<file path="config.mk">
export PLATFORM = sky130hd
export DESIGN_NAME = regfile_wb_arbiter_flat
export DESIGN_NICKNAME = d
export VERILOG_FILES = /design/src/rtl/regfile_wb_arbiter_if.sv /design/src/rtl/regfile_wb_arbiter.sv /design/src/flat_wrapper.sv
export SDC_FILE = /design/constraint.sdc
export NUM_CORES = 1
export LEC_CHECK = 0
export BUFFER_PORTS_ARGS = -buffer_cell sky130_fd_sc_hd__buf_2
export CELL_PAD_IN_SITES_DETAIL_PLACEMENT = 0
export CELL_PAD_IN_SITES_GLOBAL_PLACEMENT = 1
export CORE_MARGIN = 2
export CORE_UTILIZATION = 43
export CTS_BUF_LIST = sky130_fd_sc_hd__clkbuf_4 sky130_fd_sc_hd__clkbuf_8 sky130_fd_sc_hd__clkbuf_16
export DETAILED_ROUTE_END_ITERATION = 12
export GPL_TIMING_DRIVEN = 0
export PLACE_DENSITY_LB_ADDON = 0.12
export SLEW_MARGIN = 25
export SYNTH_ARGS = -nofsm -noshare
export SYNTH_HDL_FRONTEND = slang
export SYNTH_SLANG_ARGS = --single-unit
</file>
<file path="constraint.sdc">
create_clock -name clk_i -period 8.5 [get_ports clk_i]
set_input_delay 0.85 -clock clk_i [delete_from_list [all_inputs] [get_ports clk_i]]
set_output_delay 0.85 -clock clk_i [all_outputs]
set_load 0.1 [all_outputs]
</file>
<file path="src/rtl/regfile_wb_arbiter_if.sv">
// Write-back request bus between functional units and the register-file arbiter,
// together with the registered register-file write-port outputs.
interface regfile_wb_arbiter_if #(
   parameter int NR_WB          = 4,
   parameter int NR_WRITE_PORTS = 2,
   parameter int DATA_WIDTH     = 64
);
   logic [NR_WB-1:0]                           wb_valid_i;
   logic [NR_WB-1:0]                           wb_ready_o;
   logic [NR_WB-1:0][4:0]                      wb_waddr_i;
   logic [NR_WB-1:0][DATA_WIDTH-1:0]           wb_wdata_i;
   logic [NR_WRITE_PORTS-1:0][4:0]             waddr_o;
   logic [NR_WRITE_PORTS-1:0][DATA_WIDTH-1:0]  wdata_o;
   logic [NR_WRITE_PORTS-1:0]                  we_o;

   modport master (
      output wb_valid_i, wb_waddr_i, wb_wdata_i,
      input  wb_ready_o, waddr_o, wdata_o, we_o
   );

   modport slave (
      input  wb_valid_i, wb_waddr_i, wb_wdata_i,
      output wb_ready_o, waddr_o, wdata_o, we_o
   );
endinterface

</file>
<file path="src/rtl/regfile_wb_arbiter.sv">
// Round-robin arbiter sharing the register-file write ports among write-back
// requesters; after reset it first zeroes x1..x31 through write port 0.
module regfile_wb_arbiter #(
   parameter int NR_WB          = 4,
   parameter int NR_WRITE_PORTS = 2,
   parameter int DATA_WIDTH     = 64
) (
   input  logic                 clk_i,
   input  logic                 rst_ni,
   regfile_wb_arbiter_if.slave  bus,
   output logic                 init_done_o
);

   localparam int RRW = (NR_WB > 1) ? $clog2(NR_WB) : 1;

   typedef enum logic {INIT, RUN} state_e;

   state_e                                     state_q, state_d;
   logic [4:0]                                 cnt_q, cnt_d;
   logic [RRW-1:0]                             rr_q, rr_d;
   logic [NR_WRITE_PORTS-1:0][4:0]             waddr_q, waddr_d;
   logic [NR_WRITE_PORTS-1:0][DATA_WIDTH-1:0]  wdata_q, wdata_d;
   logic [NR_WRITE_PORTS-1:0]                  we_q, we_d;
   logic                                       init_done_q, init_done_d;
   logic [NR_WB-1:0]                           ready;
   logic [RRW:0]                               scan_sum;
   logic [RRW-1:0]                             scan_idx;
   logic                                       collide;
   logic                                       placed;

   always_ff @(posedge clk_i or negedge rst_ni) begin
      if (!rst_ni) begin
         state_q     <= INIT;
         cnt_q       <= 5'd1;
         rr_q        <= '0;
         waddr_q     <= '0;
         wdata_q     <= '0;
         we_q        <= '0;
         init_done_q <= 1'b0;
      end else begin
         state_q     <= state_d;
         cnt_q       <= cnt_d;
         rr_q        <= rr_d;
         waddr_q     <= waddr_d;
         wdata_q     <= wdata_d;
         we_q        <= we_d;
         init_done_q <= init_done_d;
      end
   end

   always_comb begin
      state_d = state_q;
      cnt_d   = cnt_q;
      if (state_q == INIT) begin
         cnt_d = cnt_q + 5'd1;
         if (cnt_q == 5'd31) state_d = RUN;
      end
   end

   // Ports fill lowest-first in scan order; a later requester aiming at an
   // address already granted this cycle must wait so no two ports collide.
   always_comb begin
      ready       = '0;
      we_d        = '0;
      waddr_d     = waddr_q;
      wdata_d     = wdata_q;
      rr_d        = rr_q;
      init_done_d = init_done_q;
      scan_sum    = '0;
      scan_idx    = '0;
      collide     = 1'b0;
      placed      = 1'b0;
      if (state_q == INIT) begin
         we_d[0]     = 1'b1;
         waddr_d[0]  = cnt_q;
         wdata_d[0]  = '0;
         init_done_d = (cnt_q == 5'd31);
      end else begin
         init_done_d = 1'b1;
         for (int k = 0; k < NR_WB; k++) begin
            scan_sum = {1'b0, rr_q} + (RRW+1)'(k);
            if (scan_sum >= (RRW+1)'(NR_WB)) scan_sum = scan_sum - (RRW+1)'(NR_WB);
            scan_idx = scan_sum[RRW-1:0];
            collide  = 1'b0;
            placed   = 1'b0;
            if (bus.wb_valid_i[scan_idx]) begin
               if (bus.wb_waddr_i[scan_idx] == 5'd0) begin
                  ready[scan_idx] = 1'b1;
               end else begin
                  for (int p = 0; p < NR_WRITE_PORTS; p++) begin
                     if (we_d[p] && (waddr_d[p] == bus.wb_waddr_i[scan_idx])) collide = 1'b1;
                  end
                  if (!collide) begin
                     for (int p = 0; p < NR_WRITE_PORTS; p++) begin
                        if (!placed && !we_d[p]) begin
                           we_d[p]    = 1'b1;
                           waddr_d[p] = bus.wb_waddr_i[scan_idx];
                           wdata_d[p] = bus.wb_wdata_i[scan_idx];
                           placed     = 1'b1;
                        end
                     end
                  end
                  if (placed) begin
                     ready[scan_idx] = 1'b1;
                     rr_d = (scan_idx == RRW'(NR_WB-1)) ? '0 : scan_idx + RRW'(1);
                  end
               end
            end
         end
      end
   end

   assign bus.wb_ready_o = ready;
   assign bus.waddr_o    = waddr_q;
   assign bus.wdata_o    = wdata_q;
   assign bus.we_o       = we_q;
   assign init_done_o    = init_done_q;

endmodule
</file>
<file path="src/flat_wrapper.sv">
// flat-port wrapper written by rule: the top's interface ports become plain ports
module regfile_wb_arbiter_flat 
#(
   parameter int NR_WB          = 4,
   parameter int NR_WRITE_PORTS = 2,
   parameter int DATA_WIDTH     = 64
)
  (clk_i, rst_ni, init_done_o, bus_wb_valid_i, bus_wb_waddr_i, bus_wb_wdata_i, bus_wb_ready_o, bus_waddr_o, bus_wdata_o, bus_we_o);
  regfile_wb_arbiter_if #(.NR_WB(NR_WB), .NR_WRITE_PORTS(NR_WRITE_PORTS), .DATA_WIDTH(DATA_WIDTH)) bus_i ();
  input  logic clk_i;
  input  logic rst_ni;
  output logic init_done_o;
  input wire logic [$bits(bus_i.wb_valid_i)-1:0] bus_wb_valid_i;
  input wire logic [$bits(bus_i.wb_waddr_i)-1:0] bus_wb_waddr_i;
  input wire logic [$bits(bus_i.wb_wdata_i)-1:0] bus_wb_wdata_i;
  output wire logic [$bits(bus_i.wb_ready_o)-1:0] bus_wb_ready_o;
  output wire logic [$bits(bus_i.waddr_o)-1:0] bus_waddr_o;
  output wire logic [$bits(bus_i.wdata_o)-1:0] bus_wdata_o;
  output wire logic [$bits(bus_i.we_o)-1:0] bus_we_o;
  assign bus_i.wb_valid_i = bus_wb_valid_i;
  assign bus_i.wb_waddr_i = bus_wb_waddr_i;
  assign bus_i.wb_wdata_i = bus_wb_wdata_i;
  assign bus_wb_ready_o = bus_i.wb_ready_o;
  assign bus_waddr_o = bus_i.waddr_o;
  assign bus_wdata_o = bus_i.wdata_o;
  assign bus_we_o = bus_i.we_o;
  regfile_wb_arbiter #(.NR_WB(NR_WB), .NR_WRITE_PORTS(NR_WRITE_PORTS), .DATA_WIDTH(DATA_WIDTH)) u_core (.clk_i(clk_i), .rst_ni(rst_ni), .bus(bus_i), .init_done_o(init_done_o));
endmodule
</file>
==> results_tabular.tex, run 1 <==
\begin{tabular}{lr}
\hline
Metric & Value \\
\hline
\multicolumn{2}{l}{\textbf{Outcome}} \\
Outcome & finished clean \\
\multicolumn{2}{l}{\textbf{Timing}} \\
Transition time at the pin with the least slew margin & between 0.9 and 1 ns \\
Setup-failing EPs final & 0 \\
Setup repair after global routing missed its margin & false \\
Max transition margin & 33.6\% \\
Setup clock skew after layout & approximately 0.022 ns \\
Number of pins exceeding their max-slew limit in the final report & 0 \\
Final Hold Vio Count & 0 \\
Final critical-path required period & $\sim$8 ns \\
Max frequency & 126 MHz \\
Final critical-path share of the clock period & between 90 and 100\% \\
\multicolumn{2}{l}{\textbf{GRT}} \\
Combined global-route utilization of all metal layers & 35.1\% \\
Number of global-route vias before repair & $\sim$17000 \\
Sum of overflow across all layers after global routing & 0 \\
Global-route wire length before repair & roughly 110000 microns \\
Pin count of the biggest net entering global routing & a little over 80 \\
Number of antenna violations at the first check in global routing & 17 \\
\multicolumn{2}{l}{\textbf{Final layout}} \\
Finished Layout Cells & approximately 2500 \\
Highest-count cells in the layout ignoring fill and taps & buf\_2 (436), mux4\_2 (278), nand2\_1 (155), dfrtp\_1 (147), mux2i\_1 (139) \\
Fraction of layout instances using a drive strength above 1 & roughly two fifths \\
Layout overhead on the synthesized area & 20.5\% \\
Commonest non-fill, non-tap cell in the layout & buf\_2 \\
Final layout net count & about 2300 \\
Total area of sequential cells & 3700 sq um \\
Fill cells & around 3700 \\
Area taken by multi-input logic gates & 12600 sq um \\
\multicolumn{2}{l}{\textbf{Die}} \\
Number of top-level design ports & about 430 \\
Total number of placement rows & 73 \\
Total Die Area & between 40000 and 50000 sq um \\
Die width & 203 microns \\
Effective utilization at floorplan & roughly 43\% \\
Die boundary height & slightly above 200 microns \\
Core outline area & a little under 40000 sq um \\
\multicolumn{2}{l}{\textbf{Critical path}} \\
Buffering stage count on the worst path with inverters included & 7 \\
Worst-path cell chain & clkbuf\_1 -> clkbuf\_1 -> clkbuf\_2 -> inv\_1 -> ha\_1 -> buf\_2 -> mux4\_2 -> or3\_1 -> o21ai\_0 -> clkbuf\_2 -> nand3\_1 -> a2bb2oi\_1 -> xor2\_1 -> or4\_4 -> o21ai\_0 -> nand2\_1 -> a32o\_1 -> buf\_2 \\
Max stage delay on crit path & around 0.66 ns \\
Startpoint type of the worst setup path & flip-flop \\
Sort of element at the end of the critical path & primary output \\
Data arrival time of the critical path & about 7.1 ns \\
Critical path class & reg2out \\
Family with the most delay on the worst path & buffers and inverters \\
Critical Path Fanout Max & 10 \\
Slowest CP cell & mux4\_2 \\
Required time at the endpoint of the critical path & between 7 and 8 ns \\
\multicolumn{2}{l}{\textbf{Yosys}} \\
Yosys synthesis warning count & 0 \\
Share of the yosys chip area belonging to registers & between 20\% and 30\% \\
Post-synthesis average cell area & about 11 sq um \\
Register bit total from synthesis & between 100 and 150 \\
Post-Synthesis Net Count & around 1800 \\
Distinct cell type count of the synthesized netlist & 58 \\
Mapped cell area & 17100 sq um \\
Post-synth EDFFs & 0 \\
Ys async rst share & 100\% \\
Most used flip-flop cell after synthesis & dfrtp\_1 \\
Number of instances in the synthesized netlist & $\sim$1500 \\
\multicolumn{2}{l}{\textbf{Clock network}} \\
Root Driver & clkbuf\_16 \\
Post-CTS setup repair buffer count & 0 \\
Source-to-sink clock delay at the later pin of the worst-skew pair & 0.48 ns \\
CTS tree & yes \\
Clock tree buffer depth & 2 \\
CTS Sinks & 148 \\
Level count of the clock H-tree & 4 \\
Total clock buffers created by CTS & 17 \\
Clock-pin slew on the worst setup and hold paths & 0.07 ns \\
\multicolumn{2}{l}{\textbf{Detailed routing}} \\
Number of design rule violations left after detail routing & 0 \\
Drt total wl & around 73000 microns \\
Post-DR wirelength/cell & 28.8 microns \\
Initial detailed-routing violation count & between 1500 and 2000 \\
Via/cell ratio & approximately 7 \\
TritonRoute pass-1 iters & 5 \\
Antenna-violating nets left & 0 \\
Number of vias after detailed routing & roughly 17000 \\
\multicolumn{2}{l}{\textbf{Min path}} \\
Worst Hold Class & in2async \\
\multicolumn{2}{l}{\textbf{Place}} \\
HPWL after DPL & about 53000 microns \\
Final weighted congestion in routability-driven placement & a little over 0.9 \\
Cell total after placement & $\sim$2500 \\
Count of port buffers added during placement & around 430 \\
\multicolumn{2}{l}{\textbf{Flow run}} \\
Max capacitance violation total & 0 \\
\hline
\end{tabular}
[final cells by class]
cell class	count	area share [%]
diodes	14	0.170
plain buffers	176	3.55
clock buffers	18	2.13
clock inverters	14	0.784
inverters	9	0.164
multi-input cells	1207	61.4
flip-flops and latches	148	18.0
well taps	525	3.19
repair buffers	429	10.6
[flip-flops by register name, indices dropped and copies added (netlist names)]
register	cells
u_core.bus.wdata_o	128
u_core.rr_q	2
u_core.init_done_o	1
u_core.bus.we_o	2
u_core.cnt_q	5
u_core.bus.waddr_o	10
[metal layers]
| metal | GRT usage [%] | share of wire (%) | up-vias |
|---|---|---|---|
| li1 | - | - | 7171 |
| met1 | 47.5 | 39 | 8754 |
| met2 | 54.9 | 47 | 1260 |
| met3 | 8.41 | 10 | 142 |
| met4 | 13.7 | 3.4 | 8 |
| met5 | 0 | 0.082 | - |
[through the flow]
step | utilization (%) | TNS (ns) | cell area [sq um] | setup WS (ns) | hold WS (ns)
finish | 52.2 | 0 | 20600 | 0.536 | 0.340
global route | 52.1 | 0 | 20600 | 0.187 | 0.387
floorplan | - | 0 | 17100 | 1.56 | 0.460
global placement | 50.4 | -23.80 | 19900 | -0.856 | 0.487
detailed placement | 50.4 | -21.88 | 19900 | -0.784 | 0.495
CTS | 52.0 | 0 | 20500 | 0.00558 | 0.376
[Yosys cell counts, types with 12 or more instances]
library cell    n  area (sq um)
nand2_1       155           582
buf_1          29           109
o211a_1        63           631
dfrtp_1       147          3680
clkbuf_1      134           503
o21ai_0        89           445
mux2i_1       139          1390
nor2_1         76           285
a211oi_1       65           488
mux4_2        278          6260
a21oi_1        67           335
nand3_1        12          60.1
nor2b_1        72           450
a221o_1        69           691
[final timing paths]
check                           startpoint                 endpoint  slack, ns  cells past startpoint
min                                 rst_ni    u_core.bus.waddr_o[7]       0.34                      1
max reg2reg                 u_core.rr_q[1]  u_core.bus.wdata_o[106]       0.99                     18
max in group asynchronous           rst_ni  u_core.bus.wdata_o[107]       7.27                      2
min reg2reg                u_core.cnt_q[3]          u_core.cnt_q[3]       0.50                      1
max                         u_core.rr_q[1]        bus_wb_ready_o[0]       0.54                     18
min in group clk_i         u_core.cnt_q[3]          u_core.cnt_q[3]       0.50                      1
[what timing repair did]
action,4_1_cts,5_1_grt
gates resized for setup,5,3
hold endpoints to repair,0,0
hold buffers,0,0
endpoints found under the setup margin,73,20
[logic make-up (layout without fill, tap and decap cells)]
group / Yosys count / count (layout) / synth area share [%]
multiplexers: 426 / 426 / 45.4
AO/OA/AOI/OAI: 407 / 407 / 17.8
AND/OR/NAND/NOR: 352 / 352 / 9.52
buffers and inverters: 187 / 646 / 4.37
flip-flops: 148 / 148 / 21.7
XOR/XNOR: 16 / 16 / 0.820
adder cells (fa/ha/maj): 6 / 6 / 0.440
other: 0 / 14 / 0
Power of run 1 is not shown: default switching activity piles up to over one toggle a cycle in this logic, so the estimate is an artifact.
==> run 2: changes to the inputs <==
--- a/config.mk
+++ b/config.mk
@@ -13,7 +13,7 @@
 export CTS_BUF_LIST = sky130_fd_sc_hd__clkbuf_4 sky130_fd_sc_hd__clkbuf_8 sky130_fd_sc_hd__clkbuf_16
 export DETAILED_ROUTE_END_ITERATION = 12
 export GPL_TIMING_DRIVEN = 0
-export PLACE_DENSITY_LB_ADDON = 0.12
+export PLACE_DENSITY = 0.88
 export SLEW_MARGIN = 25
 export SYNTH_ARGS = -nofsm -noshare
 export SYNTH_HDL_FRONTEND = slang
==> run 2 against run 1 <==
Compared with the run above: worst hold slack improved by 0.012 ns; non-clock buffer count decreased by 2; setup slack got worse by 0.085 ns; core utilization about the same; register-to-register slack got worse by 0.09 ns.
==> results_tabular.tex, run 2 (synthesis results as in run 1) <==
\begin{tabular}{lr}
\hline
Metric & Value \\
\hline
\multicolumn{2}{l}{\textbf{Final layout}} \\
Fill cells & 3604 (-3.3\%) \\
Highest-count cells in the layout ignoring fill and taps & buf\_2 (436), mux4\_2 (278), nand2\_1 (155), dfrtp\_1 (147), mux2i\_1 (139) \\
Finished layout cell area & 20600 sq um (about the same) \\
Total area of sequential cells & 3700 sq um (unchanged) \\
Layout overhead on the synthesized area & 20.5\% (about the same) \\
Area taken by multi-input logic gates & 12600 sq um (about the same) \\
Commonest non-fill, non-tap cell in the layout & buf\_2 \\
Number of flip-flops under the largest register name & 128 (unchanged) \\
Fraction of layout instances using a drive strength above 1 & 39.2\% (-0.11 points) \\
Final layout net count & 2274 (-0.088\%) \\
\multicolumn{2}{l}{\textbf{Timing}} \\
Max frequency & 124 MHz (-1.1\%) \\
Number of pins exceeding their max-slew limit in the final report & 0 (unchanged) \\
Final Hold Vio Count & 0 (unchanged) \\
Final critical-path share of the clock period & 94.7\% (+1.0 points) \\
Max transition margin & 33.8\% (+0.17 points) \\
Setup-failing EPs final & 0 (unchanged) \\
Final critical-path required period & 8.05 ns (+0.0852 ns) \\
Setup repair after global routing missed its margin & false \\
Setup clock skew after layout & 0.0171 ns (-0.00447 ns) \\
Transition time at the pin with the least slew margin & 0.993 ns (-0.00258 ns) \\
\multicolumn{2}{l}{\textbf{Clock network}} \\
CTS Sinks & 148 (unchanged) \\
CTS tree & yes \\
Root Driver & clkbuf\_16 \\
Post-CTS setup repair buffer count & 0 (unchanged) \\
Clock-pin slew on the worst setup and hold paths & 0.07 ns (about the same) \\
Number of buffers inserted by hold repair at cts & 0 (unchanged) \\
Level count of the clock H-tree & 4 (unchanged) \\
Source-to-sink clock delay at the later pin of the worst-skew pair & 0.45 ns (-0.03 ns) \\
Post\_cts resized & 5 (unchanged) \\
Total clock buffers created by CTS & 17 (unchanged) \\
Clock tree buffer depth & 2 (unchanged) \\
\multicolumn{2}{l}{\textbf{Critical path}} \\
Worst setup path endpoint & bus\_wb\_ready\_o[3] \\
Worst setup path start & u\_core.rr\_q[1] \\
Startpoint type of the worst setup path & flip-flop \\
R2R Path End & u\_core.bus.wdata\_o[113] \\
Slowest CP cell & clkbuf\_1 \\
Required time at the endpoint of the critical path & 7.65 ns (about the same) \\
Sort of element at the end of the critical path & primary output \\
Critical Path Fanout Max & 10 (unchanged) \\
Reg2reg path depth & 19 (+1) \\
Family with the most delay on the worst path & buffers and inverters \\
Number of cells on the critical path & 19 (+1) \\
Critical path class & reg2out \\
Max stage delay on crit path & 0.58 ns (-0.08 ns) \\
Worst reg2reg setup slack & 0.90 ns (-0.09 ns) \\
Most common cell on crit path & clkbuf\_1 \\
Data arrival time of the critical path & 7.20 ns (+0.09 ns) \\
Buffering stage count on the worst path with inverters included & 8 (+1) \\
Worst-path cell chain & clkbuf\_1 -> clkbuf\_1 -> clkbuf\_2 -> inv\_1 -> ha\_1 -> buf\_2 -> mux4\_2 -> clkbuf\_1 -> or3\_1 -> o21ai\_0 -> clkbuf\_2 -> nand3\_1 -> a2bb2oi\_1 -> xor2\_1 -> or4\_4 -> o21ai\_0 -> nand2\_1 -> a32o\_1 -> buf\_2 \\
Critical R2R Launch & u\_core.rr\_q[1] \\
\multicolumn{2}{l}{\textbf{Detailed routing}} \\
Antenna-violating nets left & 0 (unchanged) \\
Via/cell ratio & 6.93 (+1.6\%) \\
Drt total wl & 72000 microns (-1.7\%) \\
Post-DR wirelength/cell & 28.4 microns (-1.4\%) \\
Initial detailed-routing violation count & 2079 (+13\%) \\
Number of design rule violations left after detail routing & 0 (unchanged) \\
Number of vias after detailed routing & 17600 (+1.3\%) \\
TritonRoute pass-1 iters & 6 (+1) \\
\multicolumn{2}{l}{\textbf{Die}} \\
Number of top-level design ports & 427 (unchanged) \\
Die width & 203 microns (unchanged) \\
Total Die Area & 41300 sq um (unchanged) \\
Core outline area & 39500 sq um (unchanged) \\
Effective utilization at floorplan & 43.3\% (unchanged) \\
Die boundary height & 203 microns (unchanged) \\
Total number of placement rows & 73 (unchanged) \\
\multicolumn{2}{l}{\textbf{Place}} \\
Final weighted congestion in routability-driven placement & 0.948 (+2.8\%) \\
HPWL after DPL & 52500 microns (-1.0\%) \\
Placed instance area & 19900 sq um (about the same) \\
Count of port buffers added during placement & 426 (unchanged) \\
\multicolumn{2}{l}{\textbf{GRT}} \\
Number of antenna violations at the first check in global routing & 13 (-4) \\
Combined global-route utilization of all metal layers & 34.4\% (-0.72 points) \\
Number of global-route vias before repair & 17300 (+1.7\%) \\
Global-route wire length before repair & 108000 microns (-1.0\%) \\
Sum of overflow across all layers after global routing & 0 (unchanged) \\
Pin count of the biggest net entering global routing & 77 (-6.1\%) \\
\multicolumn{2}{l}{\textbf{Flow run}} \\
Max capacitance violation total & 0 (unchanged) \\
\multicolumn{2}{l}{\textbf{Min path}} \\
Worst Hold Class & in2async \\
\multicolumn{2}{l}{\textbf{Outcome}} \\
Outcome & finished clean \\
\hline
\end{tabular}
run 2: cell types whose count changed in the layout (fill, tap and decap cells not counted), moves of 2 or more:
cell	before	now
buf_1	23	25
buf_6	6	4
clkbuf_2	12	10
clkinv_2	5	0
clkinvlp_4	5	2
diode_2	14	9
inv_6	0	6
run 2: cell type report:
class,instances,share of cell area [%]
diodes,9,0.109
repair buffers,427,10.5
clock inverters,12,0.809
plain buffers,176,3.54
flip-flops and latches,148,18.0
well taps,525,3.19
multi-input cells,1207,61.4
inverters,9,0.164
clock buffers,20,2.24
run 2: worst reg2reg max path, delay by kind of cell (launching register included):
family	cells	cell delay [ns]
compound gates	4	0.98
fa+ha+maj	1	0.35
buf+inv	10	4.53
flops	1	0.37
mux	1	0.37
simple gates	3	0.98
run 2: worst min path at each step:
| stage | slack [ns] | endpoint | depth (start not counted) |
|---|---|---|---|
| CTS | 0.41 | u_core.bus.waddr_o[7] | 1 |
| floorplan | 0.46 | u_core.cnt_q[3] | 1 |
| detailed placement | 0.50 | u_core.cnt_q[0] | 1 |
| global route | 0.41 | u_core.bus.waddr_o[7] | 1 |
| finish | 0.35 | u_core.bus.waddr_o[7] | 1 |
| global placement | 0.48 | u_core.cnt_q[3] | 1 |
run 2: routing by layer:
layer  track usage [%]  share of wire (%)  vias up
met5                 0              0.074        -
met4              16.2                4.5        8
met3              7.53                 11      212
met2              54.3                 47     1416
li1                  -                  -     7154
met1              45.4                 38     8775
run 2: metrics by stage:
stage / setup WS [ns] / std cells / hold slack, ns / TNS [ns] / utilization (%)
4_1_cts: 0.184 / 2524 / 0.414 / 0 / 52.1
5_1_grt: 0.0433 / 2533 / 0.409 / 0 / 52.1
3_5_place_dp: -0.829 / 2494 / 0.500 / -28.33 / 50.5
2_1_floorplan: 1.56 / 1542 / 0.460 / 0 / -
3_3_place_gp: -0.857 / 2493 / 0.482 / -27.57 / 50.4
6_report: 0.451 / 2533 / 0.352 / 0 / 52.1
Power of run 2 is left out for the same reason.
==> run 3: changes to the inputs <==
--- a/config.mk
+++ b/config.mk
@@ -10,7 +10,6 @@
 export CELL_PAD_IN_SITES_GLOBAL_PLACEMENT = 1
 export CORE_MARGIN = 2
 export CORE_UTILIZATION = 43
-export CTS_BUF_LIST = sky130_fd_sc_hd__clkbuf_4 sky130_fd_sc_hd__clkbuf_8 sky130_fd_sc_hd__clkbuf_16
 export DETAILED_ROUTE_END_ITERATION = 12
 export GPL_TIMING_DRIVEN = 0
 export PLACE_DENSITY = 0.88
==> run 3 against run 2 <==
Compared with the run above: global-route usage unchanged; sequential cell count unchanged; worst hold slack gained 0.0019 ns; non-clock buffer count did not move; highest routed layer unchanged.
==> results_tabular.tex, run 3 (synthesis results as in run 1) <==
\begin{tabular}{lr}
\hline
Metric & Value \\
\hline
\multicolumn{2}{l}{\textbf{Min path}} \\
Worst Hold Class & in2async \\
\multicolumn{2}{l}{\textbf{Place}} \\
Count of port buffers added during placement & 426 (unchanged) \\
Final weighted congestion in routability-driven placement & 0.948 (unchanged) \\
HPWL after DPL & 52500 microns (unchanged) \\
\multicolumn{2}{l}{\textbf{Detailed routing}} \\
Number of design rule violations left after detail routing & 0 (unchanged) \\
Antenna-violating nets left & 0 (unchanged) \\
Initial detailed-routing violation count & 2126 (+2.3\%) \\
Post-DR wirelength/cell & 28.4 microns (+0.13\%) \\
Drt total wl & 72100 microns (+0.13\%) \\
Via/cell ratio & 6.94 (+0.10\%) \\
TritonRoute pass-1 iters & 7 (+1) \\
Number of vias after detailed routing & 17600 (+0.10\%) \\
\multicolumn{2}{l}{\textbf{Critical path}} \\
Startpoint type of the worst setup path & flip-flop \\
Family with the most delay on the worst path & buffers and inverters \\
Buffering stage count on the worst path with inverters included & 8 (unchanged) \\
Slowest CP cell & clkbuf\_1 \\
Max stage delay on crit path & 0.57 ns (about the same) \\
Most common cell on crit path & clkbuf\_1 \\
Sort of element at the end of the critical path & primary output \\
Required time at the endpoint of the critical path & 7.65 ns (about the same) \\
Critical path class & reg2out \\
Worst-path cell chain & clkbuf\_1 -> clkbuf\_1 -> clkbuf\_2 -> inv\_1 -> ha\_1 -> buf\_2 -> mux4\_2 -> clkbuf\_1 -> or3\_1 -> o21ai\_0 -> clkbuf\_2 -> nand3\_1 -> a2bb2oi\_1 -> xor2\_1 -> or4\_4 -> o21ai\_0 -> nand2\_1 -> a32o\_1 -> buf\_2 \\
Data arrival time of the critical path & 7.16 ns (-0.04 ns) \\
Critical Path Fanout Max & 10 (unchanged) \\
\multicolumn{2}{l}{\textbf{Final layout}} \\
Layout overhead on the synthesized area & 20.5\% (about the same) \\
Highest-count cells in the layout ignoring fill and taps & buf\_2 (436), mux4\_2 (278), nand2\_1 (155), dfrtp\_1 (147), mux2i\_1 (139) \\
Number of flip-flops under the largest register name & 128 (unchanged) \\
Core occupancy in the finished layout & 52.1\% (about the same) \\
Final layout net count & 2274 (unchanged) \\
Fraction of layout instances using a drive strength above 1 & 39.2\% (-0.050 points) \\
Commonest non-fill, non-tap cell in the layout & buf\_2 \\
\multicolumn{2}{l}{\textbf{Timing}} \\
Final critical-path share of the clock period & 94.2\% (-0.48 points) \\
Setup repair after global routing missed its margin & false \\
Max transition margin & 33.4\% (-0.38 points) \\
Final critical-path required period & 8.01 ns (-0.0408 ns) \\
Setup-failing EPs final & 0 (unchanged) \\
Number of pins exceeding their max-slew limit in the final report & 0 (unchanged) \\
Max frequency & 125 MHz (+0.51\%) \\
Final Hold Vio Count & 0 (unchanged) \\
Transition time at the pin with the least slew margin & 0.999 ns (+0.00568 ns) \\
Setup clock skew after layout & 0.0158 ns (-0.00126 ns) \\
\multicolumn{2}{l}{\textbf{Outcome}} \\
Outcome & finished clean \\
\multicolumn{2}{l}{\textbf{GRT}} \\
Combined global-route utilization of all metal layers & 34.4\% (unchanged) \\
Sum of overflow across all layers after global routing & 0 (unchanged) \\
Global-route wire length before repair & 108000 microns (unchanged) \\
Pin count of the biggest net entering global routing & 77 (unchanged) \\
Number of antenna violations at the first check in global routing & 13 (unchanged) \\
Number of global-route vias before repair & 17300 (unchanged) \\
\multicolumn{2}{l}{\textbf{Clock network}} \\
Clock-pin slew on the worst setup and hold paths & 0.07 ns (about the same) \\
Total clock buffers created by CTS & 17 (unchanged) \\
Clock tree buffer depth & 2 (unchanged) \\
CTS Sinks & 148 (unchanged) \\
Level count of the clock H-tree & 4 (unchanged) \\
Root Driver & clkbuf\_16 \\
Source-to-sink clock delay at the later pin of the worst-skew pair & 0.45 ns (about the same) \\
CTS tree & yes \\
\multicolumn{2}{l}{\textbf{Die}} \\
Die boundary height & 203 microns (unchanged) \\
Die width & 203 microns (unchanged) \\
Total Die Area & 41300 sq um (unchanged) \\
Effective utilization at floorplan & 43.3\% (unchanged) \\
Number of top-level design ports & 427 (unchanged) \\
Core outline area & 39500 sq um (unchanged) \\
Total number of placement rows & 73 (unchanged) \\
\multicolumn{2}{l}{\textbf{Flow run}} \\
Max capacitance violation total & 0 (unchanged) \\
\hline
\end{tabular}
## run 3: area by class of cell
| type | instances | area (sq um) |
|---|---|---|
| Fill cell | 3603 | 18900 |
| Multi-Input combinational cell | 1207 | 12600 |
| Sequential cell | 148 | 3700 |
| Timing Repair Buffer | 427 | 2170 |
| Buffer | 176 | 728 |
| Tap cell | 525 | 657 |
| Clock buffer | 20 | 457 |
| Clock inverter | 12 | 166 |
| Inverter | 9 | 33.8 |
| Antenna cell | 9 | 22.5 |
## run 3: routing by layer
layer | up-vias | GRT usage [%] | share of wire [%]
met3 | 210 | 7.53 | 11
met2 | 1408 | 54.3 | 47
met5 | - | 0 | 0.074
met1 | 8803 | 45.4 | 37
met4 | 8 | 16.2 | 4.4
li1 | 7154 | - | -
## run 3: what timing repair did
item | 4_1_cts | 5_1_grt
hold buffers | 0 | 0
cloned | 0 | 0
pin swaps | 0 | 0
setup endpoints to repair | 73 | 6
buffers inserted | 0 | 0
resized for setup | 5 | 3
## run 3: final timing paths
path | from | to | slack [ns] | cells past startpoint
hold reg to reg | u_core.cnt_q[0] | u_core.cnt_q[0] | 0.52 | 1
min in group clk_i | u_core.cnt_q[0] | u_core.cnt_q[0] | 0.52 | 1
setup / recovery | u_core.rr_q[1] | bus_wb_ready_o[3] | 0.49 | 19
hold / removal | rst_ni | u_core.bus.waddr_o[7] | 0.35 | 1
setup reg to reg | u_core.rr_q[1] | u_core.bus.wdata_o[113] | 0.93 | 19
max in group asynchronous | rst_ni | u_core.bus.wdata_o[30] | 7.26 | 2
## run 3: metrics by stage
step	cell area [sq um]	instances	worst slack, ns	hold slack, ns	setup TNS, ns
floorplan	17100	1542	1.56	0.460	0
global placement	19900	2493	-0.857	0.482	-27.57
detailed placement	19900	2494	-0.829	0.500	-28.33
CTS	20500	2524	0.183	0.414	0
global route	20600	2533	0.0431	0.409	0
finish	20600	2533	0.492	0.354	0
Power of run 3 is left out for the same reason.
